$ cat src/rtl/sr_pkg.sv
// Shared encodings and limits for the m_sr_bank set/reset flag bank.
package sr_pkg;

  // Conflict resolution when set and reset are requested together.
  localparam int unsigned SR_SET_WINS = 0;
  localparam int unsigned SR_RST_WINS = 1;
  localparam int unsigned SR_HOLD     = 2;
  localparam int unsigned SR_TOGGLE   = 3;
  localparam int unsigned SR_COMPAT   = 4;

  // Request triggering.
  localparam int unsigned SR_LEVEL = 0;
  localparam int unsigned SR_EDGE  = 1;

  localparam int unsigned SR_MAX_WIDTH = 32;
  localparam int unsigned SR_MAX_SYNC  = 3;

endpackage

$ cat src/rtl/m_sr_sync.sv
// Generic WIDTH-bit, STAGES-deep synchroniser; every flop resets to 1 (request inactive).
module m_sr_sync #(
  parameter int unsigned WIDTH  = 8,
  parameter int unsigned STAGES = 2
) (
  input  logic             i_clk,
  input  logic             i_rst,
  input  logic [WIDTH-1:0] i_d,
  output logic [WIDTH-1:0] o_q
);

  if (STAGES == 0) begin : g_bypass
    logic w_unused;
    assign w_unused = ^{i_clk, i_rst};
    assign o_q      = i_d;
  end else begin : g_flops
    logic [WIDTH-1:0] r_stage [STAGES];

    always_ff @(posedge i_clk) begin
      if (i_rst) begin
        for (int s = 0; s < STAGES; s++) r_stage[s] <= '1;
      end else begin
        r_stage[0] <= i_d;
        for (int s = 1; s < STAGES; s++) r_stage[s] <= r_stage[s-1];
      end
    end

    assign o_q = r_stage[STAGES-1];
  end

endmodule

$ cat src/rtl/m_sr_bank.sv
// Bank of WIDTH independent synchronous set/reset flags with active-low requests,
// optional input synchronisation, level/edge triggering and selectable conflict handling.
module m_sr_bank
  import sr_pkg::*;
#(
  parameter int unsigned WIDTH       = 8,
  parameter int unsigned SYNC_STAGES = 2,
  parameter int unsigned MODE        = 0,
  parameter int unsigned EDGE        = 0
) (
  input  logic             MasterClock,
  input  logic             Reset,
  input  logic             Enable,
  input  logic [WIDTH-1:0] SL,
  input  logic [WIDTH-1:0] RL,
  output logic [WIDTH-1:0] Q,
  output logic [WIDTH-1:0] QL,
  output logic             Any,
  output logic [WIDTH-1:0] Changed
);

  if (WIDTH < 1 || WIDTH > SR_MAX_WIDTH) begin : g_bad_width
    $fatal(1, "m_sr_bank: WIDTH must be 1..32");
  end
  if (SYNC_STAGES > SR_MAX_SYNC) begin : g_bad_sync
    $fatal(1, "m_sr_bank: SYNC_STAGES must be 0..3");
  end
  if (MODE > SR_COMPAT) begin : g_bad_mode
    $fatal(1, "m_sr_bank: MODE must be 0..4");
  end
  if (EDGE > SR_EDGE) begin : g_bad_edge
    $fatal(1, "m_sr_bank: EDGE must be 0 or 1");
  end

  logic [WIDTH-1:0] w_s_sync, w_r_sync;
  logic [WIDTH-1:0] w_set_req, w_rst_req;
  logic [WIDTH-1:0] r_q, r_force, r_changed;
  logic             r_any;
  wire  [WIDTH-1:0] w_q_next, w_force_next;

  m_sr_sync #(.WIDTH(WIDTH), .STAGES(SYNC_STAGES)) u_sync_set (
    .i_clk (MasterClock),
    .i_rst (Reset),
    .i_d   (SL),
    .o_q   (w_s_sync)
  );

  m_sr_sync #(.WIDTH(WIDTH), .STAGES(SYNC_STAGES)) u_sync_rst (
    .i_clk (MasterClock),
    .i_rst (Reset),
    .i_d   (RL),
    .o_q   (w_r_sync)
  );

  if (EDGE == SR_EDGE) begin : g_edge
    // History runs regardless of Enable, so edges seen while disabled are consumed.
    logic [WIDTH-1:0] r_prev_s, r_prev_r;

    always_ff @(posedge MasterClock) begin
      if (Reset) begin
        r_prev_s <= '1;
        r_prev_r <= '1;
      end else begin
        r_prev_s <= w_s_sync;
        r_prev_r <= w_r_sync;
      end
    end

    assign w_set_req = r_prev_s & ~w_s_sync;
    assign w_rst_req = r_prev_r & ~w_r_sync;
  end else begin : g_level
    assign w_set_req = ~w_s_sync;
    assign w_rst_req = ~w_r_sync;
  end

  for (genvar i = 0; i < WIDTH; i++) begin : g_chan
    logic w_q_d, w_force_d;

    always_comb begin
      w_q_d     = r_q[i];
      w_force_d = 1'b0;
      case ({w_set_req[i], w_rst_req[i]})
        2'b10:   w_q_d = 1'b1;
        2'b01:   w_q_d = 1'b0;
        2'b11: begin
          case (MODE)
            SR_SET_WINS: w_q_d = 1'b1;
            SR_RST_WINS: w_q_d = 1'b0;
            SR_TOGGLE:   w_q_d = ~r_q[i];
            SR_COMPAT: begin
              w_q_d     = 1'b1;
              w_force_d = 1'b1;
            end
            default:     w_q_d = r_q[i];
          endcase
        end
        // Releasing a forced channel leaves Q=1, which yields QL=0 once force drops.
        default: w_q_d = r_q[i];
      endcase
    end

    assign w_q_next[i]     = w_q_d;
    assign w_force_next[i] = w_force_d;
  end

  always_ff @(posedge MasterClock) begin
    if (Reset) begin
      r_q       <= '0;
      r_force   <= '0;
      r_changed <= '0;
      r_any     <= 1'b0;
    end else if (Enable) begin
      r_q       <= w_q_next;
      r_force   <= w_force_next;
      r_changed <= w_q_next ^ r_q;
      r_any     <= |w_q_next;
    end else begin
      r_changed <= '0;
    end
  end

  assign Q       = r_q;
  assign QL      = ~r_q | r_force;
  assign Any     = r_any;
  assign Changed = r_changed;

endmodule

$ cat config.mk
export PLATFORM = sky130hd
export DESIGN_NAME = m_sr_bank
export DESIGN_NICKNAME = d
export VERILOG_FILES = /design/src/rtl/sr_pkg.sv /design/src/rtl/m_sr_sync.sv /design/src/rtl/m_sr_bank.sv
export SDC_FILE = /design/constraint.sdc
export NUM_CORES = 1
export LEC_CHECK = 0
export ABC_AREA = 1
export BUFFER_PORTS_ARGS = -buffer_cell sky130_fd_sc_hd__buf_2
export CORE_ASPECT_RATIO = 0.9
export CORE_MARGIN = 3
export CORE_UTILIZATION = 25
export CTS_CLUSTER_SIZE = 12
export DETAILED_ROUTE_END_ITERATION = 7
export SLEW_MARGIN = 20
export SYNTH_ARGS = -nofsm -noshare
export SYNTH_HDL_FRONTEND = slang
export SYNTH_SLANG_ARGS = --single-unit
$ cat constraint.sdc
create_clock -name MasterClock -period 1.2 [get_ports MasterClock]
set_input_delay 0.24 -clock MasterClock [delete_from_list [all_inputs] [get_ports MasterClock]]
set_output_delay 0.24 -clock MasterClock [all_outputs]
set_load 0.02 [all_outputs]
==> results by group, run 1 <==
Run
  • Max-capacitance violation count: 0

CTS
  • H-tree levels: 2
  • CTS Root Cell: clkbuf_8
  • CTS Sinks: 49
  • CTS tree: yes
  • Max clock buf depth: 2
  • Clock latency on the worst-skew pair: 290 ps
  • Reg clk slew, reported paths: 80 ps
  • CTS buffer count: 5
  • Postcts setup bufs: 0

Timing
  • Final Critical Period: 1140 ps
  • Setup TNS Final: 0 ps
  • Max-slew violations: 0
  • Final hold vios: 0
  • Final hold slack: 127.2 ps
  • Final period util: 95.03%
  • Slew HR: 79.98%
  • Endpoints failing setup: 0
  • Worst Skew: 5.726 ps
  • Worst-Margin Slew: 299.9 ps
  • RSZ-0062 raised after global routing: no
  • FMAX: 876.9 MHz

Synthesis
  • Count of cell types in the netlist: 14
  • Synthesized net count: 188
  • Synth Register Bits: 49
  • Mean Syn Cell Area: 9.291 um2
  • Post-Synthesis Cell Area: 1570 um2
  • Post-synth top area share: 62.47%
  • Post-synth EDFFs: 0
  • Yosys top cell by area: dfxtp_1
  • Commonest register cell after synthesis: dfxtp_1
  • Synth top area cells: dfxtp_1 (62%), or2_2 (13%), nand2_1 (7.6%)
  • Sequential-to-total area share from yosys stat: 62.47%
  • Syn Inst Count: 169
  • Fraction of registers with async set/reset: 0%
  • Synth warn: 0

Setup path
  • Req. time, crit path: 960 ps
  • Reg2reg start: Q[1]$_SDFFE_PP0P_
  • Worst Path Max Fanout: 4
  • Flop2flop setup slack: 260 ps
  • Crit path DAT: 900 ps
  • Critical Path Start Type: flop
  • CP startpoint: Q[0]$_SDFFE_PP0P_
  • Reg-to-reg critical path endpoint: Any$_SDFFE_PP0P_
  • Worst reg2reg path depth: 6
  • Setup CP Type: reg2out
  • CP Capture Type: output pin

Finish
  • Ratio of cells with drive above 1 in the final layout: 42.59%
  • Area of the multi-input gates: 491.7 um2
  • Filler cells: 614
  • Nets@finish: 235
  • Antenna Cells: 0
  • Synthesis-to-finish area growth: 26.06%
  • Register area: 989.7 um2

Power
  • Reg power frac: 58.1%
  • Peak VDD IR: 0.5564 mV
  • Internal Power: 0.002302 W
  • Sw Pwr: 0.0007009 W
  • Sw frac: 23.34%
  • Clock power share: 30.9%
  • Combinational power share: 11.0%
  • Leak Pwr: 0.9738 nW
  • Pwr dens: 1517 nW/um2

Floorplan
  • Initial cell density of the core: 26.67%
  • Die Wd: 89.54 um
  • Die area: 7269 um2
  • Area of the core: 5888 um2
  • IO Pins: 44
  • Die height: 81.19 um
  • # rows: 26

Detailed routing
  • Initial DRC count: 31
  • Antenna-violating nets left: 0
  • Vias after detailed routing: 1117
  • Initial DRT Pass Iterations: 4
  • Via density: 3.723
  • Detailed Route WL: 2755 um
  • # DRC: 0
  • Avg WL per Cell: 9.183 um

Place
  • Post-DP HPWL: 2060 um
  • IO buf count: 43
  • Final GP Congestion: 0.6776

Global routing
  • Gr usage total: 7.795%
  • Initial antenna violation count: 1
  • Global-route wire length before repair: 4167 um
  • GRT overflow: 0
  • Largest net degree at the start of global routing: 23
  • Number of global-route vias before repair: 907

Hold path
  • Hold path depth: 2
  • Hold Startpoint: SL[5]
  • Hold crit path type: in2reg
  • Hold Path End: u_sync_set.g_flops.r_stage[0][5]$_SDFF_PP1_

Run status
  • Status: complete, no violations
## layout by cell type, fill, tap and decap left out, drive strengths merged
cell type	count
dfxtp	49
nor2	7
nand3	2
o21bai	1
or2	32
inv	17
buf	45
a21oi	16
clkbuf	7
nand2	32
o21ai	8
## synthesized netlist by cell type, types with 2 or more instances
| library cell | instances |
|---|---|
| nand2_1 | 32 |
| nor2_1 | 6 |
| inv_1 | 16 |
| a21oi_1 | 16 |
| clkbuf_2 | 3 |
| o21ai_0 | 8 |
| dfxtp_1 | 49 |
| or2_2 | 32 |
| nand3_1 | 2 |
## power groups by stage
stage | clock [W] | combinational, W | sequential (W)
2_1_floorplan | 0 | 0.000178 | 0.00182
3_3_place_gp | 0 | 0.000330 | 0.00178
3_5_place_dp | 0 | 0.000334 | 0.00178
4_1_cts | 0.000972 | 0.000335 | 0.00174
5_1_grt | 0.00102 | 0.000372 | 0.00176
6_report | 0.000928 | 0.000329 | 0.00175
## logic make-up (layout without fill, tap and decap cells)
family,after synthesis,in the layout,share of synthesized area [%]
buffers and inverters,22,69,6.215
and+or+nand+nor,73,73,23.19
AOI/OAI and AO/OA,25,25,8.128
DFF,49,49,62.47
## final cells by class
type,instances,area share (%)
tap,84,5.310
inverter,17,3.224
clock buffer,7,4.362
sequential,49,50.00
multi-input combinational,98,24.84
timing repair buffer,45,12.26
## stage by stage
step,setup WS [ps],cell area [um2],power [W],util (%),instances
2_1_floorplan,229.5,1570,0.001995,-,169
3_3_place_gp,197.4,1884,0.002111,32.00,293
3_5_place_dp,183.2,1884,0.002116,32.00,293
4_1_cts,1.124,1971,0.003050,33.47,300
5_1_grt,2.375,1979,0.003144,33.62,300
6_report,59.60,1979,0.003003,33.62,300
## sequential cells by signal, indices dropped and copies added, names as in the netlist
name and flops:
Changed 8, Any 1, u_sync_set.g_flops.r_stage 16, u_sync_rst.g_flops.r_stage 16, Q 8
## what timing repair did
action,4_1_cts,5_1_grt
setup endpoints to repair,0,7
hold buffers,0,0
gates resized for setup,0,7
## layer usage
metal	wire, um	global-route usage, %
met1	1226	8.543
met2	1234	12.43
met3	233	4.057
met4	53	3.571
met5	7	0
## worst max path at each step
stage | endpoint
after global placement | u_sync_rst.g_flops.r_stage[0][2]$_SDFF_PP1_
after CTS | QL[3]
after global routing | QL[3]
after floorplan | Q[0]$_SDFFE_PP0P_
final | QL[0]
after detailed placement | u_sync_set.g_flops.r_stage[0][3]$_SDFF_PP1_
## critical path, stage by stage, from the launching register on
cell and delay (ps):
dfxtp_1 370, inv_1 90, buf_2 160
Note: power is estimated with default switching activity, not from simulation.
==> run 2: changes to the inputs <==
==> constraint.sdc (replaced) <==
create_clock -name MasterClock -period 1.2 [get_ports MasterClock]
set_input_delay 0.24 -clock MasterClock [delete_from_list [all_inputs] [get_ports MasterClock]]
set_output_delay 0.24 -clock MasterClock [all_outputs]
set_load 0.01 [all_outputs]
==> run 2 against run 1 <==
Clock-buffer cell count did not move. Utilization fell by 0.11 points. Fmax barely moved. Combinational power fell by 12%. Clock skew did not move. Setup slack barely moved. Sequential cell count did not move. Worst hold slack barely moved. Critical path depth did not move. Global-route usage did not move. Cell count did not move. Non-clock buffer count did not move. Critical path type unchanged. Largest cell class unchanged. Highest routed layer unchanged.
==> results by group, run 2 (same netlist as run 1, synthesis figures left out) <==
Run status
  • Status: complete, no violations

CTS
  • Max clock buf depth: 2 (unchanged)
  • Clock latency on the worst-skew pair: 290 ps (about the same)
  • Reg clk slew, reported paths: 80 ps (about the same)
  • CTS buffer count: 5 (unchanged)
  • CTS Sinks: 49 (unchanged)
  • H-tree levels: 2 (unchanged)
  • Postcts setup bufs: 0 (unchanged)
  • CTS Root Cell: clkbuf_8
  • CTS tree: yes

Power
  • Sw Pwr: 0.0006622 W (-5.5%)
  • Reg power frac: 58.9% (+0.8 points)
  • Peak VDD IR: 0.5559 mV (about the same)
  • Leak Pwr: 0.9722 nW (-0.16%)
  • Sw frac: 22.37% (-0.97 points)
  • Combinational power share: 9.7% (-1.3 points)
  • Clock power share: 31.4% (+0.5 points)
  • Internal Power: 0.002299 W (-0.15%)
  • Pwr dens: 1500 nW/um2 (-1.1%)

Detailed routing
  • Antenna-violating nets left: 0 (unchanged)
  • Via density: 3.723 (unchanged)
  • Vias after detailed routing: 1117 (unchanged)
  • Initial DRC count: 31 (unchanged)
  • Avg WL per Cell: 9.183 um (unchanged)
  • Initial DRT Pass Iterations: 4 (unchanged)
  • # DRC: 0 (unchanged)
  • Detailed Route WL: 2755 um (unchanged)

Global routing
  • Initial antenna violation count: 1 (unchanged)
  • Number of global-route vias before repair: 907 (unchanged)
  • GRT overflow: 0 (unchanged)
  • Global-route wire length before repair: 4167 um (unchanged)
  • Gr usage total: 7.795% (unchanged)
  • Largest net degree at the start of global routing: 23 (unchanged)

Timing
  • Setup TNS Final: 0 ps (unchanged)
  • Worst-Margin Slew: 299.9 ps (+0.04351 ps)
  • Endpoints failing setup: 0 (unchanged)
  • RSZ-0062 raised after global routing: no
  • Final hold vios: 0 (unchanged)
  • FMAX: 877.2 MHz (about the same)
  • Final period util: 95.00% (about the same)
  • Final Critical Period: 1140 ps (-0.3426 ps)
  • Slew HR: 79.97% (about the same)
  • Worst Skew: 5.726 ps (unchanged)
  • Max-slew violations: 0 (unchanged)
  • Final setup margin: 59.95 ps (+0.3426 ps)

Finish
  • Ratio of cells with drive above 1 in the final layout: 40.28% (-2.3 points)
  • Synthesis-to-finish area growth: 25.66%
  • Most frequent cells in the layout: dfxtp_1 (47), buf_2 (43), or2_2 (32), nand2_1 (32)
  • Nets@finish: 235 (unchanged)
  • Filler cells: 617 (+0.49%)
  • Largest registers: u_sync_rst.g_flops.r_stage: 16 flops, u_sync_set.g_flops.r_stage: 16 flops
  • Most common cell after layout, fill and taps aside: dfxtp_1
  • Antenna Cells: 0 (unchanged)

Floorplan
  • Die Wd: 89.54 um (unchanged)
  • IO Pins: 44 (unchanged)
  • Initial cell density of the core: 26.67% (unchanged)
  • Die height: 81.19 um (unchanged)
  • Area of the core: 5888 um2 (unchanged)
  • Die area: 7269 um2 (unchanged)
  • # rows: 26 (unchanged)

Setup path
  • Setup CP Type: reg2out
  • Crit path cell chain: inv_1 > buf_2
  • CP Buf/Inv Count: 2 (unchanged)
  • Crit-path slowest cell: dfxtp_1
  • Req. time, crit path: 960 ps (about the same)
  • CP max stage delay: 380 ps (about the same)
  • Top delay family on crit path: flip-flops
  • Critical Path Start Type: flop
  • Crit path DAT: 900 ps (about the same)
  • CP Capture Type: output pin
  • Worst Path Max Fanout: 4 (unchanged)

Place
  • Post-DP HPWL: 2060 um (unchanged)
  • IO buf count: 43 (unchanged)
  • Final GP Congestion: 0.6776 (unchanged)
  • Place WS: 183.2 ps (unchanged)

Run
  • Max-capacitance violation count: 0 (unchanged)

Hold path
  • Hold crit path type: in2reg
run 2: cell count changes in the layout (fill, tap and decap cells not counted):
cell     change
dfxtp_1      +5
dfxtp_2      -5
run 2: cell type report:
class / count / area, um2 / area share (%)
flip-flops and latches: 49 / 983.4 / 49.84
clock buffers: 7 / 86.33 / 4.375
repair buffers: 45 / 242.7 / 12.30
well taps: 84 / 105.1 / 5.327
multi-input cells: 98 / 491.7 / 24.92
inverters: 17 / 63.81 / 3.234
run 2: final timing paths:
check,cells after the start,endpoint,slack [ps],startpoint
max,2,QL[6],60,Q[6]$_SDFFE_PP0P_
min reg2reg,1,u_sync_rst.g_flops.r_stage[0][11]$_SDFF_PP1_,410,u_sync_rst.g_flops.r_stage[0][3]$_SDFF_PP1_
max reg2reg,6,Any$_SDFFE_PP0P_,250,Q[1]$_SDFFE_PP0P_
min,2,u_sync_set.g_flops.r_stage[0][5]$_SDFF_PP1_,130,SL[5]
run 2: layer usage:
layer	vias up	global-route usage [%]	share of wire, %
met1	462	8.543	44
met4	2	3.571	1.9
met5	-	0	0.25
met2	33	12.43	45
li1	610	-	-
met3	10	4.057	8.5
run 2: metrics by stage:
stage / instances / utilization (%) / power [W] / hold WS [ps] / area, um2
after floorplan: 169 / - / 0.001956 / 343.8 / 1570
after global placement: 293 / 32.00 / 0.002071 / 392.4 / 1884
after detailed placement: 293 / 32.00 / 0.002076 / 392.3 / 1884
after CTS: 300 / 33.47 / 0.003010 / 113.0 / 1971
after global routing: 300 / 33.51 / 0.003102 / 116.2 / 1973
final: 300 / 33.51 / 0.002961 / 126.9 / 1973
run 2: power groups by stage:
stage | logic, W | registers, W | clock network [W]
5_1_grt | 0.000332 | 0.00175 | 0.00102
4_1_cts | 0.000295 | 0.00174 | 0.000972
3_5_place_dp | 0.000295 | 0.00178 | 0
2_1_floorplan | 0.000164 | 0.00179 | 0
3_3_place_gp | 0.000290 | 0.00178 | 0
6_report | 0.000289 | 0.00174 | 0.000929
run 2: timing repair:
action / in CTS / in global routing
endpoints found under the setup margin: 0 / 2
gates resized for setup: 0 / 2
hold buffers: 0 / 0
run 2: worst register-to-register path, delay by kind of cell, from the launching register on:
family,cells,cell delay [ps]
DFF,1,340
and+or+nand+nor,6,500
